### config.mk
export PLATFORM = sky130hd
export DESIGN_NAME = btn_conditioner
export DESIGN_NICKNAME = d
export VERILOG_FILES = /design/src/rtl/clk12_pkg.sv /design/src/rtl/btn_channel.sv /design/src/rtl/btn_conditioner.sv
export SDC_FILE = /design/constraint.sdc
export NUM_CORES = 1
export LEC_CHECK = 0
export BUFFER_PORTS_ARGS = -buffer_cell sky130_fd_sc_hd__buf_2
export CAP_MARGIN = 20
export CORE_AREA = 4 4 123 125
export CTS_BUF_LIST = sky130_fd_sc_hd__clkbuf_2 sky130_fd_sc_hd__clkbuf_4 sky130_fd_sc_hd__clkbuf_8
export DETAILED_ROUTE_END_ITERATION = 16
export DIE_AREA = 0 0 127 129
export PLACE_DENSITY = 0.79
export SYNTH_ARGS = -nofsm -noshare
export SYNTH_HDL_FRONTEND = slang
export SYNTH_HIERARCHICAL = 1
export SYNTH_SLANG_ARGS = --single-unit
### constraint.sdc
create_clock -name clk -period 3.35 [get_ports clk]
set_input_delay 0.67 -clock clk [delete_from_list [all_inputs] [get_ports clk]]
set_output_delay 0.67 -clock clk [all_outputs]
set_load 0.02 [all_outputs]
### src/rtl/clk12_pkg.sv
`default_nettype none
// +--------------------------------------------------------------------------+
// | Module      : clk12_pkg                                                  |
// | Description : Shared constants and types for the 12-hour clock/timer     |
// |               core: button channel indices, default 100 MHz timing and   |
// |               the per-button auto-repeat state encoding.                 |
// | Revision    : 1.0  initial release                                       |
// +--------------------------------------------------------------------------+
package clk12_pkg;

    // Button channel indices into btn_* vectors
    localparam int BTN_DOWN   = 0;
    localparam int BTN_UP     = 1;
    localparam int BTN_LEFT   = 2;
    localparam int BTN_RIGHT  = 3;
    localparam int BTN_CENTER = 4;
    localparam int N_BTN      = 5;

    // Default timing at a 100 MHz clk
    localparam int DEF_DEBOUNCE_CYCLES = 1_000_000;   // 10 ms
    localparam int DEF_REPEAT_DELAY    = 50_000_000;  // 500 ms
    localparam int DEF_REPEAT_PERIOD   = 25_000_000;  // 250 ms
    localparam logic [N_BTN-1:0] DEF_REPEAT_MASK = 5'b00011; // up, down

    // Per-channel auto-repeat state
    typedef enum logic [1:0] {
        IDLE   = 2'd0,
        DELAY  = 2'd1,
        REPEAT = 2'd2
    } rpt_state_t;

endpackage : clk12_pkg
`default_nettype wire

### src/rtl/btn_channel.sv
`default_nettype none
// +--------------------------------------------------------------------------+
// | Module      : btn_channel                                                |
// | Description : One pushbutton lane: 2-flop synchroniser, counter debounce,|
// |               registered press/release edge strobes and an optional      |
// |               hold-to-repeat step generator.                             |
// | Ports       : clk, rst        clock, synchronous active-high reset       |
// |               btn_in          raw asynchronous button level              |
// |               btn_level       debounced level                            |
// |               btn_press       1-cycle strobe on debounced rising edge    |
// |               btn_step        press strobe plus auto-repeat strobes      |
// |               btn_release     1-cycle strobe on debounced falling edge   |
// | Revision    : 1.0  initial release                                       |
// +--------------------------------------------------------------------------+
module btn_channel
    import clk12_pkg::*;
#(
    parameter int DEBOUNCE_CYCLES = DEF_DEBOUNCE_CYCLES,
    parameter int REPEAT_DELAY    = DEF_REPEAT_DELAY,
    parameter int REPEAT_PERIOD   = DEF_REPEAT_PERIOD,
    parameter bit REPEAT_EN       = 1'b0
) (
    input  logic clk,
    input  logic rst,
    input  logic btn_in,
    output logic btn_level,
    output logic btn_press,
    output logic btn_step,
    output logic btn_release
);

    localparam int CW = $clog2(DEBOUNCE_CYCLES);
    localparam int RW = $clog2((REPEAT_DELAY > REPEAT_PERIOD) ? REPEAT_DELAY : REPEAT_PERIOD);

    localparam logic [CW-1:0] c_deb_last = CW'(DEBOUNCE_CYCLES - 1);
    localparam logic [RW-1:0] c_dly_last = RW'(REPEAT_DELAY - 1);
    localparam logic [RW-1:0] c_per_last = RW'(REPEAT_PERIOD - 1);

    logic          r_s1;
    logic          r_s2;
    logic          r_stable;
    logic [CW-1:0] r_cnt;
    logic          r_press;
    logic          r_release;

    rpt_state_t    r_state;
    rpt_state_t    w_state_nxt;
    logic [RW-1:0] r_rcnt;
    logic [RW-1:0] w_rcnt_nxt;
    logic          w_step;

    // Synchroniser and debounce. The press/release strobes are produced on the
    // same edge that accepts the new level, so they coincide with the first
    // cycle btn_level shows it.
    always_ff @(posedge clk) begin
        if (rst) begin
            r_s1      <= 1'b0;
            r_s2      <= 1'b0;
            r_stable  <= 1'b0;
            r_cnt     <= '0;
            r_press   <= 1'b0;
            r_release <= 1'b0;
        end else begin
            r_s1      <= btn_in;
            r_s2      <= r_s1;
            r_press   <= 1'b0;
            r_release <= 1'b0;
            if (r_s2 != r_stable) begin
                if (r_cnt == c_deb_last) begin
                    r_stable  <= r_s2;
                    r_cnt     <= '0;
                    r_press   <= r_s2;
                    r_release <= ~r_s2;
                end else begin
                    r_cnt <= r_cnt + 1'b1;
                end
            end else begin
                r_cnt <= '0;
            end
        end
    end

    always_ff @(posedge clk) begin
        if (rst) begin
            r_state <= IDLE;
            r_rcnt  <= '0;
        end else begin
            r_state <= w_state_nxt;
            r_rcnt  <= w_rcnt_nxt;
        end
    end

    // Repeat FSM. A released button wins over any pending step, so the
    // release cycle never carries a step.
    always_comb begin
        w_state_nxt = r_state;
        w_rcnt_nxt  = r_rcnt;
        w_step      = 1'b0;
        if (!r_stable) begin
            w_state_nxt = IDLE;
            w_rcnt_nxt  = '0;
        end else begin
            case (r_state)
                IDLE: begin
                    if (r_press) begin
                        w_step      = 1'b1;
                        w_state_nxt = DELAY;
                        w_rcnt_nxt  = '0;
                    end
                end
                DELAY: begin
                    if (r_rcnt == c_dly_last) begin
                        // Unmasked channels park here with the count saturated
                        if (REPEAT_EN) begin
                            w_step      = 1'b1;
                            w_state_nxt = REPEAT;
                            w_rcnt_nxt  = '0;
                        end
                    end else begin
                        w_rcnt_nxt = r_rcnt + 1'b1;
                    end
                end
                REPEAT: begin
                    if (r_rcnt == c_per_last) begin
                        w_step     = 1'b1;
                        w_rcnt_nxt = '0;
                    end else begin
                        w_rcnt_nxt = r_rcnt + 1'b1;
                    end
                end
                default: begin
                    w_state_nxt = IDLE;
                    w_rcnt_nxt  = '0;
                end
            endcase
        end
    end

    assign btn_level   = r_stable;
    assign btn_press   = r_press;
    assign btn_release = r_release;
    assign btn_step    = w_step;

endmodule : btn_channel
`default_nettype wire

### src/rtl/btn_conditioner.sv
`default_nettype none
// +--------------------------------------------------------------------------+
// | Module      : btn_conditioner                                            |
// | Description : Conditions the board pushbuttons into clean debounced      |
// |               levels and single-cycle press/step/release events. One     |
// |               independent btn_channel per button; no arbitration.        |
// | Ports       : clk, rst        clock, synchronous active-high reset       |
// |               btn_in          raw button levels (0=down .. 4=center)     |
// |               btn_level       debounced levels                           |
// |               btn_press       debounced rising-edge strobes              |
// |               btn_step        press strobes plus auto-repeat strobes     |
// |               btn_release     debounced falling-edge strobes             |
// | Revision    : 1.0  initial release                                       |
// +--------------------------------------------------------------------------+
module btn_conditioner #(
    parameter int               N_BTN           = clk12_pkg::N_BTN,
    parameter int               DEBOUNCE_CYCLES = clk12_pkg::DEF_DEBOUNCE_CYCLES,
    parameter int               REPEAT_DELAY    = clk12_pkg::DEF_REPEAT_DELAY,
    parameter int               REPEAT_PERIOD   = clk12_pkg::DEF_REPEAT_PERIOD,
    parameter logic [N_BTN-1:0] REPEAT_MASK     = clk12_pkg::DEF_REPEAT_MASK
) (
    input  logic             clk,
    input  logic             rst,
    input  logic [N_BTN-1:0] btn_in,
    output logic [N_BTN-1:0] btn_level,
    output logic [N_BTN-1:0] btn_press,
    output logic [N_BTN-1:0] btn_step,
    output logic [N_BTN-1:0] btn_release
);

    // Counters of width $clog2(1) would collapse to zero bits
    if (DEBOUNCE_CYCLES < 2 || REPEAT_DELAY < 2 || REPEAT_PERIOD < 2) begin : g_param_check
        $error("btn_conditioner: DEBOUNCE_CYCLES, REPEAT_DELAY and REPEAT_PERIOD must be >= 2");
    end

    for (genvar i = 0; i < N_BTN; i++) begin : g_chan
        btn_channel #(
            .DEBOUNCE_CYCLES (DEBOUNCE_CYCLES),
            .REPEAT_DELAY    (REPEAT_DELAY),
            .REPEAT_PERIOD   (REPEAT_PERIOD),
            .REPEAT_EN       (REPEAT_MASK[i])
        ) u_chan (
            .clk         (clk),
            .rst         (rst),
            .btn_in      (btn_in[i]),
            .btn_level   (btn_level[i]),
            .btn_press   (btn_press[i]),
            .btn_step    (btn_step[i]),
            .btn_release (btn_release[i])
        );
    end

endmodule : btn_conditioner
`default_nettype wire

==> results of run 1 <==
[layout make-up]
| class | instances | area (µm²) | area share |
|---|---|---|---|
| clock buffers | 19 | 261.5 | 0.02786 |
| clock inverters | 13 | 120.1 | 0.01279 |
| inverters | 23 | 86.33 | 0.009196 |
| multi-input cells | 778 | 4817 | 0.5131 |
| flip-flops and latches | 184 | 3684 | 0.3924 |
| well taps | 180 | 225.2 | 0.02399 |
| repair buffers | 34 | 193.9 | 0.02066 |
[critical path: cells and delay by family, from the launching register on]
family          cells  cell delay [ps]
simple gates        4             1210
flops               1              380
compound gates      2              240
buf+inv             1              190
[routing by layer]
| metal | vias to the layer above | wire [µm] | track usage |
|---|---|---|---|
| met3 | 15 | 544 | 0.04691 |
| met5 | - | 0 | 0 |
| met2 | 111 | 8156 | 0.3546 |
| met1 | 3399 | 8328 | 0.2874 |
| li1 | 3672 | - | - |
| met4 | 0 | 154 | 0.06435 |
[power by group through the flow]
stage / sequential [mW] / clock [mW] / combinational, mW
after floorplan: 2.25 / 0 / 0.0184
final: 2.20 / 1.44 / 0.0334
after detailed placement: 2.25 / 0 / 0.0333
after global placement: 2.25 / 0 / 0.0326
after CTS: 2.20 / 1.49 / 0.0333
after global routing: 2.20 / 1.58 / 0.0373
[registers in the layout, indices dropped and copies added, names as in the netlist]
| register | count |
|---|---|
| g_chan.u_chan/r_cnt | 100 |
| g_chan.u_chan/r_rcnt | 52 |
| g_chan.u_chan/r_state | 7 |
| g_chan.u_chan/btn_level | 5 |
| g_chan.u_chan/btn_press | 5 |
| g_chan.u_chan/btn_release | 5 |
| g_chan.u_chan/r_s1 | 5 |
| g_chan.u_chan/r_s2 | 5 |
[how the worst max path moves through the flow]
stage and endpoint:
3_5_place_dp btn_step[0], 3_3_place_gp btn_step[0], 6_report btn_step[0], 4_1_cts btn_step[0], 2_1_floorplan btn_step[0], 5_1_grt btn_step[0]
[cell families (layout without fill, tap and decap cells)]
logic type | count (synthesis) | in the layout
AND/OR/NAND/NOR | 569 | 569
flip-flops | 184 | 184
AO/OA/AOI/OAI | 97 | 97
XOR/XNOR | 87 | 87
buffers and inverters | 46 | 89
adder cells (fa/ha/maj) | 17 | 17
multiplexers | 8 | 8
[synth_stat cells, types with 16 or more instances]
cell	n	area, µm²
inv_1	23	86.33
nor2_1	136	510.5
dfxtp_1	184	3684
nand4_1	27	168.9
xor2_1	45	394.1
a21oi_1	23	115.1
xnor2_1	42	367.9
nor4b_1	18	157.7
nor3_1	16	80.08
nor4_1	16	100.1
nand2_1	93	349.1
o21ai_0	20	100.1
nand3_1	115	575.6
ha_1	17	212.7
or3_1	25	156.4
and3_1	34	212.7
[timing repair]
| action | CTS | global route |
|---|---|---|
| setup endpoints to repair | 1 | 2 |
| gates resized for setup | 1 | 4 |
| hold endpoints to repair | 0 | 0 |
| pin swaps | 0 | 0 |
[stage by stage]
stage | utilization | total power, mW | hold slack, ps
global placement | 0.6458 | 2.281 | 419.3
CTS | 0.6746 | 3.718 | 385.5
finish | 0.6763 | 3.675 | 411.3
global route | 0.6763 | 3.815 | 408.8
detailed placement | 0.6467 | 2.282 | 428.1
floorplan | - | 2.266 | 413.8
==> results.sh, run 1 <==
export IMPL_nets=1062
export IMPL_syn_num_nets=1032
export IMPL_drv_cap=0
export IMPL_slew_headroom=0.4614
export IMPL_syn2layout_area_growth_pct=8.066
export IMPL_numPortBuffers=26
export IMPL_core_um2=13880
export IMPL_drt_iter0_drc=423
export IMPL_grt_ovfl_total=0
export IMPL_rsz0062_at_grt="false"
export IMPL_arrival_ps=2480
export IMPL_yosysWarningCount=6
export IMPL_period_needed_ps=3155
export IMPL_post_dp_cell_area_um2=8976
export IMPL_final_common_cell="dfxtp_1"
export IMPL_ctsHoldBuffers=0
export IMPL_dieHeight_um=129
export IMPL_cpPeakStageDelay_ps=590
export IMPL_r2r_start="g_chan[0].u_chan/r_rcnt[0]"
export IMPL_status="finished, final reports clean"
export IMPL_layout_setup_ws_ps=195.5
export IMPL_finalWeightedCongestion=0.8552
export IMPL_drt_pre_antenna_iters=5
export IMPL_max_freq_mhz=317.0
export IMPL_fin_area_um2=9388
export IMPL_synth_xor_area_share=0.08771
export IMPL_grt_first_pass_wirelength_um=29880
export IMPL_drt_wl_total_um=17180
export IMPL_synth_edff_count=0
export IMPL_synth_area_mux_share=0.009218
export IMPL_grt_max_degree=23
export IMPL_die_w_um=127
export IMPL_ys_seq_elements=184
export IMPL_num_rows=43
export IMPL_dieArea_um2=16380
export IMPL_reg2reg_slack_ps=600
export IMPL_power_leakage_nw=3.069
export IMPL_end_kind="output port"
export IMPL_cts_buffers=17
export IMPL_cts_tree="done"
export IMPL_final_cells=1231
export IMPL_synthCells=1008
export IMPL_synth_top_family_by_area="simple AND/OR/NAND/NOR gates"
export IMPL_n_fill_cell=1170
export IMPL_synth_cell_area_um2=8687
export IMPL_p_comb_frac=0.009
export IMPL_synth_fa_ha_area_frac=0.02449
export IMPL_path_clk_slew_ps=100
export IMPL_p_int_mw=2.840
export IMPL_wire_per_inst_um=13.96
export IMPL_min_path_type="primary input to register"
export IMPL_dp_cells=1199
export IMPL_cp_start_kind="register"
export IMPL_initial_core_util=0.6258
export IMPL_synth_simple_area_share=0.3494
export IMPL_num_vias=7197
export IMPL_worstHoldPathCells=2
export IMPL_worstSetupPathType="register to output port"
export IMPL_crit_chain="or4_4, nor4b_4, nand3_1, o2bb2ai_1, a21oi_1, nor3b_1, buf_2"
export IMPL_p_sw_mw=0.8353
export IMPL_clockBufferDepth=2
export IMPL_ant_nets=0
export IMPL_max_vdd_ir_drop_mv=0.3436
export IMPL_syn_area_per_cell_um2=8.618
export IMPL_synth_distinct_cells=58
export IMPL_drive_above_1_share=0.09134
export IMPL_hpwl_um=11870
export IMPL_holdCritStartpoint="btn_in[3]"
export IMPL_reg2reg_depth=7
export IMPL_cts_setup_buffers=0
export IMPL_hold_viol_final=0
export IMPL_switching_share=0.2273
export IMPL_num_io_pins=27
export IMPL_postSynth_asyncResetShare=0
export IMPL_ys_seq_area_frac=0.4240
export IMPL_slew_violations=0
export IMPL_clkSinkCount=184
export IMPL_drc=0
export IMPL_layout_common_cells="184 x dfxtp_1, 136 x nor2_1, 115 x nand3_1"
export IMPL_n_antenna_cell=0
export IMPL_post_route_period_util=0.9417
export IMPL_tightestPinTransition_ps=807.8
export IMPL_crit_required_ps=2680
export IMPL_via_per_inst=5.846
export IMPL_fin_skew_ps=10.14
export IMPL_ys_flop_type="dfxtp_1"
export IMPL_pre_cts_ws_ps=486.2
export IMPL_setup_viol=0
export IMPL_grt_pass1_vias=6573
export IMPL_antenna_found_initial=0
export IMPL_setup_tns_ps=0
export IMPL_min_to="g_chan[3].u_chan/r_s1"
export IMPL_p_clk_frac=0.393
export IMPL_gr_usage_all_layers=0.2159
export IMPL_synth_compound_area_frac=0.08022
export IMPL_htreeDepth=4
export IMPL_powerDensity_nw_per_um2=391.5
export IMPL_seqPwrFrac=0.598
export IMPL_cp_slowest_cell="or4_4"
export IMPL_clk_latency_ps=460
export IMPL_path_max_fanout=8
export IMPL_timing_rr_end="g_chan[0].u_chan/r_rcnt[9]"
export IMPL_cp_startpoint="g_chan[0].u_chan/r_rcnt[7]"
export IMPL_root_buffer="clkbuf_8"
(Power assumes the default switching activity.)
==> run 2: changes to the inputs <==
--- a/config.mk
+++ b/config.mk
@@ -7,11 +7,11 @@
 export LEC_CHECK = 0
 export BUFFER_PORTS_ARGS = -buffer_cell sky130_fd_sc_hd__buf_2
 export CAP_MARGIN = 20
-export CORE_AREA = 4 4 123 125
+export CORE_AREA = 4 4 128 130
 export CTS_BUF_LIST = sky130_fd_sc_hd__clkbuf_2 sky130_fd_sc_hd__clkbuf_4 sky130_fd_sc_hd__clkbuf_8
 export DETAILED_ROUTE_END_ITERATION = 16
-export DIE_AREA = 0 0 127 129
-export PLACE_DENSITY = 0.79
+export DIE_AREA = 0 0 132 134
+export PLACE_DENSITY = 0.77
 export SYNTH_ARGS = -nofsm -noshare
 export SYNTH_HDL_FRONTEND = slang
 export SYNTH_HIERARCHICAL = 1
==> constraint.sdc (replaced) <==
create_clock -name clk -period 2.7 [get_ports clk]
set_input_delay 0.54 -clock clk [delete_from_list [all_inputs] [get_ports clk]]
set_output_delay 0.54 -clock clk [all_outputs]
set_load 0.02 [all_outputs]
==> run 2 against run 1 <==
Compared with the run above: worst setup slack got worse by 310 ps; non-clock buffer count grew 12; critical endpoint is now btn_step[1]; critical path type unchanged; wire length shrank 2.8%; final area increased by 2.1%; worst hold slack worse by 120 ps; critical path depth is the same; highest routed layer unchanged; sequential share of layout area shrank 0.71 points; first-iteration DRC count down 3.3%; die area rose by 8.0%; the run now ends with negative setup slack left; clock skew shrank 3.3 ps; total power rose by 28%; clock-buffer cell count increased by 1.
==> results.sh, run 2 (synthesized netlist as in run 1, its figures left out) <==
export IMPL_drc=0
export IMPL_route_met3_wl_um=560
export IMPL_drive_above_1_share=0.1167
export IMPL_layout_setup_ws_ps=-116.7
export IMPL_end_kind="output port"
export IMPL_grt_first_pass_wirelength_um=29420
export IMPL_max_vdd_ir_drop_mv=0.5191
export IMPL_clkSinkCount=184
export IMPL_finalWeightedCongestion=0.8598
export IMPL_max_freq_mhz=355.0
export IMPL_drt_wl_total_um=16700
export IMPL_numPortBuffers=26
export IMPL_initial_core_util=0.5736
export IMPL_min_to="g_chan[2].u_chan/r_s1"
export IMPL_drv_cap=0
export IMPL_dp_cells=1219
export IMPL_path_max_fanout=7
export IMPL_holdCritStartpoint="btn_in[2]"
export IMPL_slew_headroom=0.5602
export IMPL_dr_wl_met2_um=7822
export IMPL_nets=1074
export IMPL_dieHeight_um=134
export IMPL_timing_rr_end="g_chan[1].u_chan/r_rcnt[18]"
export IMPL_final_cells=1251
export IMPL_fin_skew_ps=6.839
export IMPL_r2r_start="g_chan[1].u_chan/r_rcnt[0]"
export IMPL_reg2reg_depth=8
export IMPL_drt_pre_antenna_iters=5
export IMPL_routed_top_layer="met4"
export IMPL_grt_max_degree=23
export IMPL_tightestPinTransition_ps=659.8
export IMPL_root_buffer="clkbuf_8"
export IMPL_ant_nets=0
export IMPL_wire_per_inst_um=13.35
export IMPL_rsz0062_at_grt="true"
export IMPL_core_um2=15150
export IMPL_gr_usage_all_layers=0.1931
export IMPL_ctsHoldBuffers=0
export IMPL_violations="negative setup slack"
export IMPL_crit_required_ps=2160
export IMPL_antenna_found_initial=0
export IMPL_power_leakage_nw=3.161
export IMPL_post_route_period_util=1.043
export IMPL_final_common_cell="dfxtp_1"
export IMPL_top_regs="g_chan.u_chan/r_cnt: 100 flops, g_chan.u_chan/r_rcnt: 52 flops, g_chan.u_chan/r_state: 7 flops"
export IMPL_worstSetupPathType="register to output port"
export IMPL_die_w_um=132
export IMPL_via_per_inst=5.747
export IMPL_worstHoldPathCells=2
export IMPL_drt_iter0_drc=409
export IMPL_largest_register_ffs=100
export IMPL_slew_violations=0
export IMPL_cts_tree="done"
export IMPL_n_antenna_cell=0
export IMPL_top_register="g_chan.u_chan/r_cnt"
export IMPL_setup_tns_ps=-232.1
export IMPL_period_needed_ps=2817
export IMPL_wl_met1_um=8092
export IMPL_cts_buffers=17
export IMPL_syn2layout_area_growth_pct=10.33
export IMPL_utilization=0.6328
export IMPL_clockBufferDepth=2
export IMPL_hpwl_um=11870
export IMPL_clk_latency_ps=460
export IMPL_num_vias=7190
export IMPL_grt_pass1_vias=6610
export IMPL_path_clk_slew_ps=90
export IMPL_grt_ovfl_total=0
export IMPL_dieArea_um2=17690
export IMPL_arrival_ps=2280
export IMPL_status="complete, but fails checks"
export IMPL_num_rows=45
export IMPL_reg2reg_slack_ps=190
export IMPL_layout_common_cells="177 x dfxtp_1, 135 x nor2_1, 115 x nand3_1"
export IMPL_num_io_pins=27
export IMPL_cp_start_kind="register"
export IMPL_min_path_type="primary input to register"
export IMPL_powerDensity_nw_per_um2=491.8
export IMPL_hold_viol_final=0
export IMPL_htreeDepth=4
export IMPL_setup_viol=2
## run 2: cell count changes in the layout (fill, tap and decap cells not counted), sizes merged
cell,previous run,this run
bufinv,1,2
clkbuf,19,20
buf,34,46
clkinvlp,2,0
clkinv,7,2
inv,26,31
## run 2: what timing repair did
item,CTS,global route
endpoints found under the setup margin,2,11
pin swaps,4,0
gates cloned,0,0
buffers inserted,0,0
resized for setup,15,7
## run 2: per-layer routing
layer / up-vias / global-route usage
met2: 119 / 0.3156
met4: 0 / 0.06534
li1: 3710 / -
met3: 17 / 0.03826
met5: - / 0
met1: 3344 / 0.2573
## run 2: how the worst max path moves through the flow
stage	start	endpoint	slack, ps	cells past startpoint
floorplan	g_chan[0].u_chan/r_rcnt[7]	btn_step[0]	100	6
global placement	g_chan[1].u_chan/r_rcnt[0]	g_chan[1].u_chan/r_rcnt[9]	110	7
detailed placement	g_chan[1].u_chan/r_rcnt[8]	btn_step[1]	100	7
CTS	g_chan[0].u_chan/r_rcnt[7]	btn_step[0]	-160	7
global route	g_chan[1].u_chan/r_rcnt[8]	btn_step[1]	-270	7
finish	g_chan[1].u_chan/r_rcnt[8]	btn_step[1]	-120	7
## run 2: final cells by class
class | count | area, µm²
timing repair buffer | 46 | 284.0
multi-input combinational | 778 | 4858
fill | 1267 | 5562
inverter | 23 | 86.33
clock inverter | 12 | 152.6
clock buffer | 20 | 275.3
sequential | 184 | 3692
tap | 188 | 235.2
## run 2: worst max-delay path, cell delays in order, from the launching register on
cell,delay [ps]
dfxtp_2,360
or4_4,540
nor4b_4,260
nand3_1,120
o2bb2ai_2,150
a21oi_1,50
nor3b_1,160
buf_2,190
## run 2: power by group
group / internal (mW) / switching, mW
clock network: 0.931 / 1.01
registers: 2.72 / 0.00644
logic: 0.0172 / 0.0269
total: 3.67 / 1.04
## run 2: stage by stage
step / area (µm²) / setup slack, ps / hold slack (ps) / power (mW)
2_1_floorplan: 8687 / 97.21 / 413.8 / 2.812
3_3_place_gp: 9065 / 113.9 / 416.5 / 2.835
3_5_place_dp: 9076 / 100.5 / 430.2 / 2.835
4_1_cts: 9570 / -160.2 / 257.7 / 4.782
5_1_grt: 9584 / -269.4 / 268.4 / 4.890
6_report: 9584 / -116.7 / 288.7 / 4.714
==> run 3: changes to the inputs <==
--- a/config.mk
+++ b/config.mk
@@ -5,13 +5,14 @@
 export SDC_FILE = /design/constraint.sdc
 export NUM_CORES = 1
 export LEC_CHECK = 0
+export ABC_AREA = 1
 export BUFFER_PORTS_ARGS = -buffer_cell sky130_fd_sc_hd__buf_2
 export CAP_MARGIN = 20
-export CORE_AREA = 4 4 128 130
+export CORE_AREA = 4 4 137 139
 export CTS_BUF_LIST = sky130_fd_sc_hd__clkbuf_2 sky130_fd_sc_hd__clkbuf_4 sky130_fd_sc_hd__clkbuf_8
 export DETAILED_ROUTE_END_ITERATION = 16
-export DIE_AREA = 0 0 132 134
-export PLACE_DENSITY = 0.77
+export DIE_AREA = 0 0 141 143
+export PLACE_DENSITY = 0.78
 export SYNTH_ARGS = -nofsm -noshare
 export SYNTH_HDL_FRONTEND = slang
 export SYNTH_HIERARCHICAL = 1
==> run 3 against run 2 <==
Compared with the run above: the flow now finishes without violations; fmax rose by 8.3%; sequential share of layout area fell by 4.9 points; critical endpoint unchanged; largest cell class unchanged; synthesized cell count rose by 53%; die area rose by 14%; wire length rose by 29%; first-iteration DRC count rose by 66%; highest routed layer unchanged; via count rose by 30%; clock power barely moved.
==> results.sh, run 3 <==
export IMPL_status="finished, final reports clean"
export IMPL_finalWeightedCongestion=0.9094
export IMPL_synth_distinct_cells=36
export IMPL_worstHoldPathCells=3
export IMPL_cp_start_kind="register"
export IMPL_cts_tree="done"
export IMPL_wire_per_inst_um=11.90
export IMPL_syn_num_nets=1566
export IMPL_dr_wl_met2_um=10140
export IMPL_wl_met1_um=10400
export IMPL_crit_required_ps=2160
export IMPL_grt_ovfl_total=0
export IMPL_drc=0
export IMPL_rsz0062_at_grt="false"
export IMPL_critical_path_top_delay_family="simple AND/OR/NAND/NOR gates"
export IMPL_htreeDepth=4
export IMPL_seq_area_um2=3685
export IMPL_period_needed_ps=2600
export IMPL_synth_edff_count=0
export IMPL_synth_area_leader_cell="dfxtp_1"
export IMPL_ys_seq_elements=184
export IMPL_slew_violations=0
export IMPL_initial_core_util=0.5776
export IMPL_powerDensity_nw_per_um2=428.5
export IMPL_post_route_period_util=0.9628
export IMPL_min_path_type="primary input to register"
export IMPL_setup_tns_ps=0
export IMPL_worstSetupPathType="register to output port"
export IMPL_reg2reg_slack_ps=740
export IMPL_dieHeight_um=143
export IMPL_cts_setup_buffers=0
export IMPL_synth_commonest_cells="396 x nand2_1, 274 x nor2_1, 184 x dfxtp_1, 184 x inv_1, 99 x a21oi_1"
export IMPL_fin_skew_ps=11.95
export IMPL_grt_pass1_vias=8387
export IMPL_top_regs="g_chan.u_chan/r_cnt: 100 flops, g_chan.u_chan/r_rcnt: 52 flops, g_chan.u_chan/r_state: 7 flops"
export IMPL_reg2reg_depth=8
export IMPL_ys_flop_type="dfxtp_1"
export IMPL_min_to="g_chan[0].u_chan/r_s1"
export IMPL_r2r_start="g_chan[1].u_chan/r_cnt[0]"
export IMPL_drv_cap=0
export IMPL_numPortBuffers=26
export IMPL_max_freq_mhz=384.7
export IMPL_largest_register_ffs=100
export IMPL_drt_wl_total_um=21570
export IMPL_layout_common_cells="396 x nand2_1, 272 x nor2_1, 184 x inv_1"
export IMPL_grt_first_pass_wirelength_um=36810
export IMPL_hpwl_um=15460
export IMPL_synth_fa_ha_area_frac=0.02086
export IMPL_synth_xor_area_share=0.04895
export IMPL_yosysWarningCount=6
export IMPL_crit_chain="ha_2, nand2_2, nor2_2, nand2_2, nor2_2, nand2_2, o21ai_0, o21ai_0, inv_1, buf_2"
export IMPL_num_vias=9313
export IMPL_postSynth_asyncResetShare=0
export IMPL_antenna_found_initial=0
export IMPL_synthCells=1542
export IMPL_finalHoldWorstSlack_ps=275.4
export IMPL_synth_top_area_share=0.3612
export IMPL_nets=1595
export IMPL_syn2layout_area_growth_pct=7.411
export IMPL_die_w_um=141
export IMPL_setup_viol=0
export IMPL_timing_rr_end="g_chan[1].u_chan/r_cnt[5]"
export IMPL_critPathBufInv=2
export IMPL_cpPeakStageDelay_ps=360
export IMPL_cp_slowest_cell="dfxtp_1"
export IMPL_final_common_cell="nand2_1"
export IMPL_n_fill_cell=1672
export IMPL_ys_seq_area_frac=0.3612
export IMPL_drt_pre_antenna_iters=5
export IMPL_synth_compound_area_frac=0.07018
export IMPL_routed_top_layer="met4"
export IMPL_via_per_inst=5.137
export IMPL_gr_usage_all_layers=0.2138
export IMPL_num_rows=49
export IMPL_power_leakage_nw=3.568
export IMPL_synth_cell_area_um2=10200
export IMPL_route_met3_wl_um=789
export IMPL_syn_area_per_cell_um2=6.614
export IMPL_num_io_pins=27
export IMPL_end_kind="output port"
export IMPL_drt_iter0_drc=680
export IMPL_cts_buffers=17
export IMPL_dieArea_um2=20160
export IMPL_ant_nets=0
export IMPL_p_total_mw=4.694
export IMPL_path_clk_slew_ps=90
export IMPL_cp_common_cell="nand2_2"
export IMPL_synth_simple_area_share=0.4132
export IMPL_path_max_fanout=4
export IMPL_drive_above_1_share=0.1080
export IMPL_grt_max_degree=28
export IMPL_synth_top_family_by_area="simple AND/OR/NAND/NOR gates"
export IMPL_tightestPinTransition_ps=711.7
export IMPL_clkSinkCount=184
export IMPL_arrival_ps=2060
export IMPL_synth_area_mux_share=0
export IMPL_holdCritStartpoint="btn_in[0]"
export IMPL_multi_input_area_um2=5657
export IMPL_n_antenna_cell=0
export IMPL_clockBufferDepth=2
export IMPL_clk_latency_ps=470
export IMPL_root_buffer="clkbuf_8"
export IMPL_top_register="g_chan.u_chan/r_cnt"
export IMPL_slew_headroom=0.5244
export IMPL_utilization=0.6204
export IMPL_hold_viol_final=0
export IMPL_yosysMostFrequentCell="nand2_1"
export IMPL_core_um2=17660
export IMPL_max_vdd_ir_drop_mv=0.2964
export IMPL_synth_area_leaders="dfxtp_1 36%, nand2_1 15%, nor2_1 10%"
## run 3: cell count changes in the layout (fill, tap and decap cells not counted), sizes merged, moves of 17 or more
| cell | delta |
|---|---|
| xnor2 | -17 |
| a21oi | +76 |
| and3 | -35 |
| inv | +163 |
| nand2 | +326 |
| nand3b | +20 |
| nor2 | +170 |
| nor4b | -20 |
| or3 | -29 |
## run 3: cell type report
type                    count  area share
repair buffers             35     0.01805
clock inverters            14     0.01496
flip-flops and latches    184      0.3364
clock buffers              18     0.02262
inverters                 191     0.06545
well taps                 229     0.02616
multi-input cells        1142      0.5164
## run 3: timing repair
action / in CTS / in global routing
gates resized for setup: 0 / 4
setup endpoints to repair: 0 / 2
hold buffers: 0 / 0
## run 3: power breakdown
group          switching, mW  leakage [nW]  total [mW]  internal (mW)
Combinational         0.0296          1.89      0.0429         0.0133
Sequential           0.00663          1.48        2.73           2.72
Clock                   1.05         0.198        1.92          0.871
## run 3: routing by layer
metal	vias to the layer above	global-route usage
li1	4905	-
met1	4206	0.2816
met2	176	0.3644
met3	26	0.03885
met4	0	0.05558
met5	-	0
## run 3: worst max-delay path by stage
stage / start / to / slack, ps / cells past startpoint
4_1_cts: g_chan[0].u_chan/r_rcnt[1] / btn_step[0] / 80 / 10
6_report: g_chan[1].u_chan/r_rcnt[1] / btn_step[1] / 100 / 10
3_3_place_gp: g_chan[0].u_chan/r_rcnt[1] / btn_step[0] / 660 / 10
5_1_grt: g_chan[1].u_chan/r_rcnt[1] / btn_step[1] / 2 / 10
3_5_place_dp: g_chan[0].u_chan/r_rcnt[1] / btn_step[0] / 610 / 10
2_1_floorplan: g_chan[0].u_chan/r_rcnt[1] / btn_step[0] / 810 / 9
## run 3: cell families after synthesis
family / Yosys count
buffers and inverters: 216
flip-flops: 184
XOR/XNOR: 57
AND/OR/NAND/NOR: 931
AO/OA/AOI/OAI: 137
adder cells (fa/ha/maj): 17
## run 3: stage by stage
step	area, µm²	setup WS [ps]	cells
after floorplan	10200	810.1	1542
after global placement	10530	655.4	1781
after detailed placement	10530	610.0	1781
after CTS	10940	79.72	1813
after global routing	10950	2.488	1813
final	10950	100.3	1813
## run 3: worst reg2reg max path: stages (launching register included)
cell	delay (ps)
dfxtp_1	390
ha_1	220
nand3_2	140
nor2_4	150
nand2_1	90
inv_1	70
nand2_1	80
nand2_1	560
nor2_1	120
